==> src/rtl/addsub_sequencer.sv <==
`default_nettype none
// ============================================================================
// Module  : addsub_sequencer
// Brief   : Multi-cycle add/subtract, CHUNK bits per cycle, LSB slice first.
// Revision: 1.0 - initial release
// ============================================================================
module addsub_sequencer #(
  parameter int WIDTH = 16,
  parameter int CHUNK = 4
) (
  input  logic             clk,
  input  logic             rst_n,
  input  logic             start,
  input  logic             sub,
  input  logic [WIDTH-1:0] a,
  input  logic [WIDTH-1:0] b,
  output logic             busy,
  output logic             done,
  output logic [WIDTH-1:0] result,
  output logic             c_flag,
  output logic             v_flag,
  output logic             z_flag,
  output logic             n_flag
);

  localparam int NSLICE = WIDTH / CHUNK;
  localparam int IDXW   = (NSLICE > 1) ? $clog2(NSLICE) : 1;

  localparam logic [1:0] IDLE = 2'd0;
  localparam logic [1:0] RUN  = 2'd1;
  localparam logic [1:0] DONE = 2'd2;

  localparam logic [IDXW-1:0] LAST_IDX = IDXW'(NSLICE - 1);

  logic [1:0]       state_q,  state_d;
  logic [WIDTH-1:0] a_q,      a_d;
  logic [WIDTH-1:0] b_q,      b_d;
  logic             sub_q,    sub_d;
  logic             carry_q,  carry_d;
  logic [IDXW-1:0]  idx_q,    idx_d;
  logic [WIDTH-1:0] result_q, result_d;
  logic             c_q, c_d;
  logic             v_q, v_d;
  logic             z_q, z_d;
  logic             n_q, n_d;

  logic [CHUNK-1:0] a_cur;
  logic [CHUNK-1:0] b_cur;
  logic [CHUNK-1:0] b_inv;
  logic [CHUNK:0]   slice_sum;

  always_comb begin
    state_d  = state_q;
    a_d      = a_q;
    b_d      = b_q;
    sub_d    = sub_q;
    carry_d  = carry_q;
    idx_d    = idx_q;
    result_d = result_q;
    c_d      = c_q;
    v_d      = v_q;
    z_d      = z_q;
    n_d      = n_q;

    a_cur = '0;
    b_cur = '0;
    for (int i = 0; i < NSLICE; i++) begin
      if (idx_q == IDXW'(i)) begin
        a_cur = a_q[i*CHUNK +: CHUNK];
        b_cur = b_q[i*CHUNK +: CHUNK];
      end
    end
    b_inv     = b_cur ^ {CHUNK{sub_q}};
    slice_sum = {1'b0, a_cur} + {1'b0, b_inv} + {{CHUNK{1'b0}}, carry_q};

    case (state_q)
      IDLE: begin
        if (start) begin
          a_d     = a;
          b_d     = b;
          sub_d   = sub;
          carry_d = sub;
          idx_d   = '0;
          state_d = RUN;
        end
      end
      RUN: begin
        for (int i = 0; i < NSLICE; i++) begin
          if (idx_q == IDXW'(i)) begin
            result_d[i*CHUNK +: CHUNK] = slice_sum[CHUNK-1:0];
          end
        end
        carry_d = slice_sum[CHUNK];
        if (idx_q == LAST_IDX) begin
          // Flags derive from the completed result, so they settle with DONE.
          c_d     = slice_sum[CHUNK];
          v_d     = (a_q[WIDTH-1] == (b_q[WIDTH-1] ^ sub_q)) &&
                    (result_d[WIDTH-1] != a_q[WIDTH-1]);
          z_d     = (result_d == '0);
          n_d     = result_d[WIDTH-1];
          idx_d   = '0;
          state_d = DONE;
        end else begin
          idx_d = idx_q + IDXW'(1);
        end
      end
      DONE: begin
        state_d = IDLE;
      end
      default: begin
        state_d = IDLE;
      end
    endcase
  end

  always_ff @(posedge clk or negedge rst_n) begin
    if (!rst_n) begin
      state_q  <= IDLE;
      a_q      <= '0;
      b_q      <= '0;
      sub_q    <= 1'b0;
      carry_q  <= 1'b0;
      idx_q    <= '0;
      result_q <= '0;
      c_q      <= 1'b0;
      v_q      <= 1'b0;
      z_q      <= 1'b0;
      n_q      <= 1'b0;
    end else begin
      state_q  <= state_d;
      a_q      <= a_d;
      b_q      <= b_d;
      sub_q    <= sub_d;
      carry_q  <= carry_d;
      idx_q    <= idx_d;
      result_q <= result_d;
      c_q      <= c_d;
      v_q      <= v_d;
      z_q      <= z_d;
      n_q      <= n_d;
    end
  end

  assign busy   = (state_q == RUN);
  assign done   = (state_q == DONE);
  assign result = result_q;
  assign c_flag = c_q;
  assign v_flag = v_q;
  assign z_flag = z_q;
  assign n_flag = n_q;

endmodule
`default_nettype wire

==> config.mk <==
export PLATFORM = sky130hd
export DESIGN_NAME = addsub_sequencer
export DESIGN_NICKNAME = d
export VERILOG_FILES = /design/src/rtl/addsub_sequencer.sv
export SDC_FILE = /design/constraint.sdc
export NUM_CORES = 1
export LEC_CHECK = 0
export CAP_MARGIN = 20
export CORE_UTILIZATION = 45
export DETAILED_ROUTE_END_ITERATION = 7
export PLACE_DENSITY = 0.72
export RECOVER_POWER = 25
export SETUP_SLACK_MARGIN = 0.4
export SYNTH_ARGS = -nofsm -noshare
export SYNTH_HDL_FRONTEND = slang
export SYNTH_SLANG_ARGS = --single-unit
export TNS_END_PERCENT = 1
==> constraint.sdc <==
create_clock -name clk -period 5.7 [get_ports clk]
set_input_delay 0.57 -clock clk [delete_from_list [all_inputs] [get_ports clk]]
set_output_delay 0.57 -clock clk [all_outputs]
set_load 0.01 [all_outputs]
==> results.txt, run 1 <==
The flow ran to the end, but the final reports show violations. The checks that failed: capacitance limit, slew limit. Dividing total power by cell area gives a power density of slightly above 700 nW/um^2.

TritonCTS built the clock tree. In the post-synthesis netlist, the cell with the most instances is sky130_fd_sc_hd__dfrtp_1. The number of warnings issued by yosys came out at 0.

The cell count after synthesis came out at 253. The critical path goes through inv_1 -> ha_1 -> nand2_1 -> a21oi_1 -> a21oi_1 -> o21ai_0 -> fa_1 -> inv_1 -> fa_1 -> nor4b_1 -> a32oi_1 -> a21oi_1. The die height is around 80 um. The family with the most delay on the worst path is adder cells. The tightest min-delay check is of the flip-flop to flip-flop type. The kind of launch point of the worst setup path is a flip-flop. The detail-routed via count per cell is 5.21. The setup slack on the worst flop-to-flop path came out at 2450 ps.

Counting flops with a built-in enable in the synthesized netlist gives 0. The synthesis-to-layout area growth is 28.6%. For this block, the initial DRC count from the detailed router was 94. The number of max-cap violations came out at 1. The fraction of the mapped netlist area in compound gates came out at 13.5%. The total routing resource utilization after global routing is 19.5%.

The commonest cells after synthesis are sky130_fd_sc_hd__dfrtp_1 (58), sky130_fd_sc_hd__nand2_1 (36), sky130_fd_sc_hd__mux2_2 (32). After detailed routing, the total wire length is approximately 5600 um. Counting stages on the worst path, the most repeated cell is sky130_fd_sc_hd__a21oi_1. 0 antenna diodes ended up in the layout. The placed wire-length estimate is 4010 um. The number of nets produced by synthesis is 298. The sum of negative setup slack is 0 ps.

The cell sitting at the root of the clock tree is a sky130_fd_sc_hd__clkbuf_8. The slowest cell on the critical path is sky130_fd_sc_hd__fa_1. In this design, the stage delay of the slowest critical-path cell is just under 600 ps.

The worst register-to-register path ends at z_flag$_DFFE_PN0P_. The post-synthesis async set-or-reset flop share is 100%. The required time of the critical path came out at 5940 ps. The leading register cell type out of synthesis is sky130_fd_sc_hd__dfrtp_1. The share of synthesized area in the top cell type comes to 52.7%. For this design the top-level I/O count stands at 58. The number of antenna violations at the first check in global routing is 0. The total power is 2.51 mW. The number of core rows is 28. The count of buffers added by post-CTS timing repair for setup came out at 0. The clock buffer count from CTS is 9. The transition time at the pin with the least slew margin came out at 3040 ps. The post-layout minimum cycle time is around 3200 ps. The routed length per instance came out at 14.3 um. The count of hold-fix buffers inserted at cts is 0.

The number of nets in the layout is around 360. Summed over all instances, the cell type with the most area after synthesis is sky130_fd_sc_hd__dfrtp_1. The wire length of the first global-routing pass came out at about 9400 um. In this run the cell area of the synthesized design comes to 2760 um^2. The global placement routability congestion is about 0.79. The width of the die came out at 80.3 um. The maximum fanout along the worst path is 19. The number of sinks on the clock net is slightly below 60. The number of levels in the clock H-tree is 3. Dividing the final minimum period by the clock period gives a little under three fifths. The type of destination of the critical path is a flip-flop. The number of routed nets with antenna violations is 0. The worst register-to-register path begins at idx_q[1]$_DFFE_PN0P_. Timing would allow up to about 0.31 GHz. The deepest clock path buffer count is 2. The final-report hold violation count came out at 0. The critical path data arrival time is 3490 ps. The number of global-route vias before repair is 2,016.

The synthesized area per cell is 10.9 um^2. The worst-case vdd ir drop is 0.301 mV. The total buffers and inverters traversed by the critical path is 2. The mux cell area share after synthesis is about an eighth. The aggregate global routing overflow came out at 0. The core region is just under 6000 um^2. The first detailed-routing pass ran for 4 iterations.

Summed over all cells, the static leakage comes to 1.52 nW. The fraction of the yosys area taken by sequential cells is 52.7%. Setup repair after global routing left no endpoint under its margin. The post-cts gate resize count is 0.

The start point of the worst min-delay path is n_flag$_DFFE_PN0P_. The total via count after detailed routing came out at 2,032. The clock transition at the registers of the reported paths is around 60 ps. The adder-cell share of the synthesized area is under 10%. The headroom to the max-slew limit came out at -102%. The cell count of the worst reg-to-reg path came out at 12. Ranked by total cell area, the synthesized netlist is headed by sky130_fd_sc_hd__dfrtp_1 (53%), sky130_fd_sc_hd__mux2_2 (13%), sky130_fd_sc_hd__nand2_1 (4.9%), sky130_fd_sc_hd__o21ai_0 (4.9%), sky130_fd_sc_hd__a21oi_1 (3.8%). The area enclosed by the die boundary is ~6400 um^2.

The count of buffers added on input and output ports is 57. The cell depth of the worst min-delay path came out at 2. The basic-gate share of the synthesized area counting and, or, nand and nor cells came out at 9.90%. The max-slew violation count is 59. The largest net degree at the start of global routing came out at 59. The dominant combinational cell family by area after synthesis is compound AO/OA/AOI/OAI gates. The post-synthesis sequential element count came out at 58. The share of post-route cells with drive strength above 1 is 16.5%. The path with the worst hold slack has its endpoint at n_flag$_DFFE_PN0P_. The initial core utilization is 46.6%. The critical path is of the flip-flop to flip-flop type. The latest clock arrival within the worst-skew pair came out at between 300 and 400 ps. The final setup violation count came out at 0. The xor and xnor area share after synthesis is 2.22%. The DRC violation count after routing came out at 0. Between clock sinks in the finished design, the worst skew comes to 6.81 ps.

After filler insertion, the fill cell instance count of the layout stands at 507. The post-synthesis cell type count is 39. The minimum hold slack came out at around 470 ps.
==> logic make-up after synthesis <==
kind of cell             after synthesis
AO/OA/AOI/OAI                         65
flip-flops                            58
multiplexers                          32
adder cells (fa/ha/maj)                9
XOR/XNOR                               7
buffers and inverters                 25
AND/OR/NAND/NOR                       57
==> power by group <==
group | internal (mW) | switching [mW] | leakage, nW
Combinational | 0.665 | 0.735 | 0.725
Sequential | 0.623 | 0.145 | 0.696
Clock | 0.192 | 0.150 | 0.0965
Total | 1.48 | 1.03 | 1.52
==> cell usage in the layout, fill, tap and decap left out, drive strengths merged, types with 4 or more instances in the layout <==
cell type	count
o21ai	27
nand2	36
a21oi	21
xnor2	4
clkbuf	15
dfrtp	58
a22oi	4
ha	7
nand3b	4
mux2	32
clkdlybuf4s50	56
inv	12
==> through the flow <==
stage                     cell area [um^2]  std cells  setup slack [ps]  util, %
after floorplan                       2760        253              2890        -
after global placement                3370        374              2700     56.8
after detailed placement              3370        374              2520     56.8
after CTS                             3550        390              2470     59.9
after global routing                  3540        390              2020     59.9
final                                 3540        390              2450     59.9
==> cell type report <==
class	instances	area, um^2	share of cell area, %
flip-flops and latches	58	1450	40.9
clock inverters	2	10.0	0.282
inverters	12	45.0	1.27
multi-input cells	170	1190	33.7
repair buffers	59	577	16.3
well taps	75	93.8	2.65
clock buffers	14	173	4.87
==> state kept, by name, summed over array words and instances (netlist names) <==
name     flops
b_q         16
v_flag       1
n_flag       1
a_q         16
z_flag       1
c_flag       1
result      16
sub_q        1
state_q      2
idx_q        2
carry_q      1
==> routing by layer <==
| metal | vias to the layer above | GRT usage (%) | wire (um) |
|---|---|---|---|
| li1 | 1000 | - | - |
| met1 | 951 | 24.3 | 2490 |
| met2 | 72 | 32.1 | 2710 |
| met3 | 9 | 6.36 | 311 |
| met4 | 0 | 6.07 | 74 |
| met5 | - | 0 | 0 |
==> worst min-delay path, cell delays in order (launching register included) <==
cell and delay, ps:
sky130_fd_sc_hd__dfrtp_1 340, sky130_fd_sc_hd__nand2_1 40, sky130_fd_sc_hd__o21ai_0 60
==> worst max path at each step <==
| stage | from | to | slack, ps | cells after the start |
|---|---|---|---|---|
| 2_1_floorplan | idx_q[0]$_DFFE_PN0P_ | z_flag$_DFFE_PN0P_ | 2890 | 13 |
| 6_report | idx_q[1]$_DFFE_PN0P_ | z_flag$_DFFE_PN0P_ | 2450 | 12 |
| 3_5_place_dp | idx_q[1]$_DFFE_PN0P_ | z_flag$_DFFE_PN0P_ | 2520 | 12 |
| 5_1_grt | rst_n | b_q[15]$_DFFE_PN0P_ | 2020 | 2 |
| 4_1_cts | idx_q[1]$_DFFE_PN0P_ | z_flag$_DFFE_PN0P_ | 2470 | 12 |
| 3_3_place_gp | idx_q[1]$_DFFE_PN0P_ | z_flag$_DFFE_PN0P_ | 2700 | 12 |
No activity file was read; power rests on OpenSTA's default activity.
==> run 2, diff against run 1 <==
PLACE_DENSITY = 0.75   (was 0.72)
clock period = 2.6 ns   (was 5.7 ns; I/O delays follow)
==> run 2 against run 1 <==
The flow finishes with violations (capacitance limit, slew limit, setup timing). Utilization up 6.7 points. Critical endpoint unchanged. Die area unchanged. Sequential share of layout area down 4.1 points. Register-to-register slack worse by 2600 ps. Via count up 8.0%. Final area up 11%. First-iteration DRC count up 22%. Critical path depth unchanged. Maximum frequency up 20%. Cell count up 6.9%. Clock skew down 3.1 ps.
==> results.txt, run 2 (synthesis results as in run 1) <==
The flow ran to the end, but the final reports show violations. The final reports fail on capacitance limit, slew limit, setup timing. The cell sitting at the root of the clock tree is a sky130_fd_sc_hd__clkbuf_8. The first global-routing pass estimated slightly above 10,000 um of wire. The worst setup path is captured at a flip-flop. The maximum fanout along the worst path is 6. Setup violations remaining at the end of the flow were counted as 5.

The post-layout minimum cycle time is 2720 ps. The number of global-route vias before repair is 2,278. The number of antenna violations at the first check in global routing came to 0. The largest net degree at the start of global routing is 38. The number of levels in the clock H-tree is 3. The library cell used most frequently in the layout, excluding fill and tap cells, is sky130_fd_sc_hd__dfrtp_1. The combined flip-flop and latch cell area is 1450 um^2.

The global placement routability congestion is 0.789. The I/O pin count is 58. The path class of the lowest-slack min-delay path is flip-flop to flip-flop. The DRC violation count after routing is 0.

Summing over every cut layer, the via total after detailed routing is between 2k and 2.5k. The combined area of the multi-input logic cells came out at ~1400 um^2. The final-report hold violation count came to 0.

The detail-routed via count per cell is 5.26. The minimum hold slack came out at slightly below 500 ps. The routed length per instance came out at 14.9 um. The summed area of non-filler cells in the final layout is between 3000 and 4000 um^2.

The worst setup slack after layout is -116 ps. Setup repair after global routing could not meet its margin everywhere. The initial DRC count came out at 115. For the pin with the worst max-slew slack, the measured transition is 1780 ps. The total iterations of the first detailed-routing run is 4. For this configuration, the core starts out at a cell density of 46.6%. The top cell types in the final layout, fill and taps aside, are sky130_fd_sc_hd__dfrtp_1 (58), sky130_fd_sc_hd__clkdlybuf4s50_1 (56), sky130_fd_sc_hd__nand2_1 (35), sky130_fd_sc_hd__mux2_2 (31), sky130_fd_sc_hd__buf_4 (24). The clock tree from TritonCTS is done.

The number of core rows came out at 28. The total cell area at the placement stage is between 3000 and 4000 um^2. The total routing resource utilization after global routing came out at 21.7%.

The required time of the critical path came out at 2820 ps. The placed wire-length estimate is 4390 um. The area enclosed by the die boundary is 6440 um^2. The number of routed nets with antenna violations is 0. The critical path data arrival time came out at 2940 ps. The aggregate routed wire length is 6210 um.

After clock tree synthesis, the clock-pin slew on the worst setup and hold paths is 60 ps. The critical path is of the flip-flop to flip-flop type. The number of sinks on the clock net is 58. Input and output buffers added on the ports amount to 57. Measured along the y axis, the die boundary spans 80.3 um. The diode insertion count for antenna repair came out at 0.

The latest clock arrival within the worst-skew pair is 340 ps. The timing-limited maximum frequency came out at 0.368 GHz. The share of the cycle needed by the critical path after routing is 104%. The core region area came out at 5920 um^2. In the final layout, the share of cells above drive strength 1 is 30.7%. The fill cell instance count of the final layout is 466.

The number of max-cap violations is 1. The sum of negative setup slack came out at -213 ps. The floorplan step set the die width to about 80 um. The aggregate global routing overflow is 0. The synthesis-to-layout area growth came out at 43.0%. The clock passes through at most 2 buffers. The kind of launch point of the worst setup path is a flip-flop.

The number of nets in the layout is 382. The max-slew violation count is 34. The final setup skew came out at 3.75 ps. The headroom to the max-slew limit came out at -18.8%. The clock buffer count from CTS is 9.
[run 2: layout make-up]
class / instances / share of cell area, %
sequential: 58 / 36.8
multi-input combinational: 170 / 34.3
tap: 75 / 2.38
inverter: 12 / 1.14
timing repair buffer: 86 / 20.3
clock buffer: 15 / 4.98
clock inverter: 1 / 0.127
[run 2: critical path, cell delays in order (launching register included)]
cell,delay [ps]
sky130_fd_sc_hd__dfrtp_1,430
sky130_fd_sc_hd__inv_2,120
sky130_fd_sc_hd__ha_4,200
sky130_fd_sc_hd__buf_6,120
sky130_fd_sc_hd__a21oi_4,40
sky130_fd_sc_hd__a22oi_2,220
sky130_fd_sc_hd__xnor2_2,120
sky130_fd_sc_hd__fa_2,430
sky130_fd_sc_hd__inv_2,70
sky130_fd_sc_hd__fa_1,420
sky130_fd_sc_hd__nor4b_4,150
sky130_fd_sc_hd__a32oi_1,220
sky130_fd_sc_hd__a21oi_1,60
[run 2: through the flow]
stage	util, %	std cells	worst slack, ps
global placement	59.5	394	-110
finish	66.6	417	-116
global route	66.6	417	-221
detailed placement	59.5	394	-173
floorplan	-	253	-55.5
CTS	65.5	416	-34.0
[run 2: what timing repair did]
action / 4_1_cts / 5_1_grt
hold buffers: 1 / 0
hold endpoints to repair: 31 / 0
gates cloned: 0 / 0
pin swaps: 17 / 10
buffers inserted: 5 / 1
resized for setup: 36 / 13
endpoints found under the setup margin: 20 / 21
[run 2: final timing paths]
path | start | endpoint | slack (ps) | cells past startpoint
hold / removal | result[12]$_DFFE_PN0P_ | result[12]$_DFFE_PN0P_ | 490 | 2
min in group asynchronous | rst_n | result[10]$_DFFE_PN0P_ | 940 | 2
max in group asynchronous | rst_n | b_q[11]$_DFFE_PN0P_ | 580 | 3
setup / recovery | idx_q[0]$_DFFE_PN0P_ | z_flag$_DFFE_PN0P_ | -120 | 12
hold reg to reg | result[12]$_DFFE_PN0P_ | result[12]$_DFFE_PN0P_ | 490 | 2
setup reg to reg | idx_q[0]$_DFFE_PN0P_ | z_flag$_DFFE_PN0P_ | -120 | 12
[run 2: metal layers]
layer	GRT usage [%]	vias up	wire (um)	part of all wire [%]
met5	0	-	0	0
met4	7.86	0	89	1.4
met3	6.14	12	264	4.3
met2	36.3	63	3070	49
met1	26.7	1065	2790	45
li1	-	1055	-	-
Power of run 2 is not shown: default switching activity piles up to over one toggle a cycle in this logic, so the estimate is an artifact.
==> run 3, diff against run 2 <==
RECOVER_POWER = not set   (was 25)
==> run 3 against run 2 <==
The flow finishes with violations (setup timing). Sequential share of layout area about the same. Critical path depth unchanged. Die area unchanged. Non-clock buffer count unchanged. Global-route usage unchanged. Register-to-register slack about the same. Sequential cell count unchanged. Final area about the same. Utilization about the same. Wire length about the same. Hold slack unchanged. Critical path type unchanged. Highest routed layer unchanged.
==> results.txt, run 3 (synthesis results as in run 1) <==
The flow ran to the end, but the final reports show violations. The final reports fail on setup timing. Setup repair after global routing could not meet its margin everywhere. The maximum fanout along the worst path is 6. The worst hold path belongs to the class flip-flop to flip-flop. The die height came out at ~80 um. The minimum hold slack came out at 488 ps. The width of the die came out at ~80 um. The number of port buffers came out at between 50 and 60.

For the finished layout, the period the worst path requires is 2720 ps. The I/O pin count is 58. The transition time at the pin with the least slew margin came out at about 740 ps.

The required time of the critical path came out at 2820 ps. The number of levels in the clock H-tree is 3. The first TritonRoute pass finished after 4 iterations.

In this design, the critical path's most frequently occurring cell is sky130_fd_sc_hd__inv_2. The aggregate global routing overflow came out at 0. Dividing the detail-routed via count by the number of cells gives 5.26. The DRC violation count after routing came out at 0.

The number of global-route vias before repair is 2,278. The number of antenna violations at the first check in global routing came out at 0. TritonCTS built the clock tree.

The synthesis-to-layout area growth came out at 43.0%. The number of max-cap violations is 0. CTS saw between 50 and 60 sinks. The net count of the finished layout is 382. After filler insertion, the fill cell instance count of the layout stands at 465.

The initial DRC count is 115. Traced cell by cell, the critical path runs through inv_2 -> ha_4 -> buf_6 -> a21oi_4 -> a22oi_2 -> xnor2_2 -> fa_2 -> inv_2 -> fa_1 -> nor4b_4 -> a32oi_1 -> a21oi_1. The deepest clock path buffer count is 2. The wire length of the first global-routing pass came out at 10,400 um. The global placement routability congestion is 0.789. The leading cell type in the layout, fill and taps excluded is sky130_fd_sc_hd__dfrtp_1. The worst setup path is captured at a flip-flop. The routed length per instance came out at 14.9 um. The number of core rows is 28. The share of post-route cells with drive strength above 1 is between 30% and 40%. For the final database, setup skew stands at 3.75 ps.

The final setup violation count is 5. The total routing resource utilization after global routing came out at between 20% and 30%. In this run the critical register-to-register path is launched from idx_q[0]$_DFFE_PN0P_. The max-slew violation count was 0. The largest net degree at the start of global routing came out at 38. The cell sitting at the root of the clock tree is a sky130_fd_sc_hd__clkbuf_8. The worst setup slack after layout is -116 ps. The clock buffer count from CTS is 9. In this design, the stage delay of the slowest critical-path cell is 430 ps. On the critical path, the stage with the largest delay is an instance of sky130_fd_sc_hd__dfrtp_1. The cell depth of the worst min-delay path is 2. In this run the most critical hold path is launched from result[12]$_DFFE_PN0P_. The worst setup path is of the flip-flop to flip-flop kind. Once the floorplan was initialized, standard cells occupied 46.6% of the core. The cell family contributing the most delay on the critical path is adder cells. The count of cell instances traversed by the critical path is 12. In the finished design, the share of the clock period the worst path needs comes to 104%. The die covers approximately 6400 um^2. The clock transition at the registers of the reported paths came out at 60 ps. In the layout the commonest cells are sky130_fd_sc_hd__dfrtp_1 (58), sky130_fd_sc_hd__clkdlybuf4s50_1 (56), sky130_fd_sc_hd__nand2_1 (35), sky130_fd_sc_hd__mux2_2 (31), sky130_fd_sc_hd__buf_4 (24). The aggregate routed wire length came out at 6210 um.

The critical path starts at idx_q[0]$_DFFE_PN0P_. The cell count of the worst reg-to-reg path came out at 12. Counting both buffers and inverters, the worst setup path holds a total of 3.

The number of routed nets with antenna violations came out at 0. The final-report hold violation count came to 0. The latest clock arrival within the worst-skew pair is 340 ps.

The sum of negative setup slack came out at -213 ps. Measured against its own limit, the worst slew margin works out to a little over 50%. Data arrives at the worst endpoint at 2940 ps. The routed layout has 2,195 vias. The timing-limited maximum frequency is 0.368 GHz. STA classifies the critical path startpoint as a flip-flop. The diode insertion count for antenna repair is 0. The placed wire-length estimate is 4390 um.

The core region area is slightly below 6000 um^2.
run 3: changes by cell type in the layout (fill, tap and decap cells not counted):
| cell | change |
|---|---|
| sky130_fd_sc_hd__clkbuf_1 | -1 |
| sky130_fd_sc_hd__buf_2 | +1 |
run 3: per-layer routing:
metal / share of wire, % / vias to the layer above / global-route usage (%)
met5: 0 / - / 0
met4: 1.4 / 0 / 7.86
met3: 4.2 / 12 / 6.14
met2: 49 / 63 / 36.3
met1: 45 / 1065 / 26.7
li1: - / 1055 / -
run 3: what timing repair did:
item / in CTS / in global routing
gates resized for setup: 36 / 13
pin swaps: 17 / 10
endpoints found under the setup margin: 20 / 21
hold buffers: 1 / 0
hold endpoints to repair: 31 / 0
setup buffers: 5 / 1
run 3: cell type report:
| class | count | area (um^2) | share of cell area (%) |
|---|---|---|---|
| clock inverters | 1 | 5.00 | 0.127 |
| repair buffers | 86 | 801 | 20.3 |
| multi-input cells | 170 | 1350 | 34.2 |
| inverters | 12 | 45.0 | 1.14 |
| flip-flops and latches | 58 | 1450 | 36.8 |
| clock buffers | 15 | 196 | 4.98 |
| well taps | 75 | 93.8 | 2.38 |
run 3: through the flow:
step / util, % / cells / cell area [um^2] / setup slack (ps)
after floorplan: - / 253 / 2780 / -55.5
after global placement: 59.5 / 394 / 3520 / -110
after detailed placement: 59.5 / 394 / 3520 / -173
after CTS: 65.5 / 416 / 3880 / -34.0
after global routing: 66.6 / 417 / 3940 / -221
final: 66.6 / 417 / 3940 / -116
run 3: final timing paths:
check	end	slack [ps]
max in group asynchronous	b_q[11]$_DFFE_PN0P_	1350
worst min-delay path	result[12]$_DFFE_PN0P_	490
min in group asynchronous	result[10]$_DFFE_PN0P_	520
worst max-delay path	z_flag$_DFFE_PN0P_	-120
worst max register to register	z_flag$_DFFE_PN0P_	-120
worst min register to register	result[12]$_DFFE_PN0P_	490
run 3: tightest hold or removal path: stages, from the launching register on:
cell                      delay [ps]
sky130_fd_sc_hd__dfrtp_1         350
sky130_fd_sc_hd__nand2_1          50
sky130_fd_sc_hd__nand2_1          50
Power of run 3 is left out for the same reason.
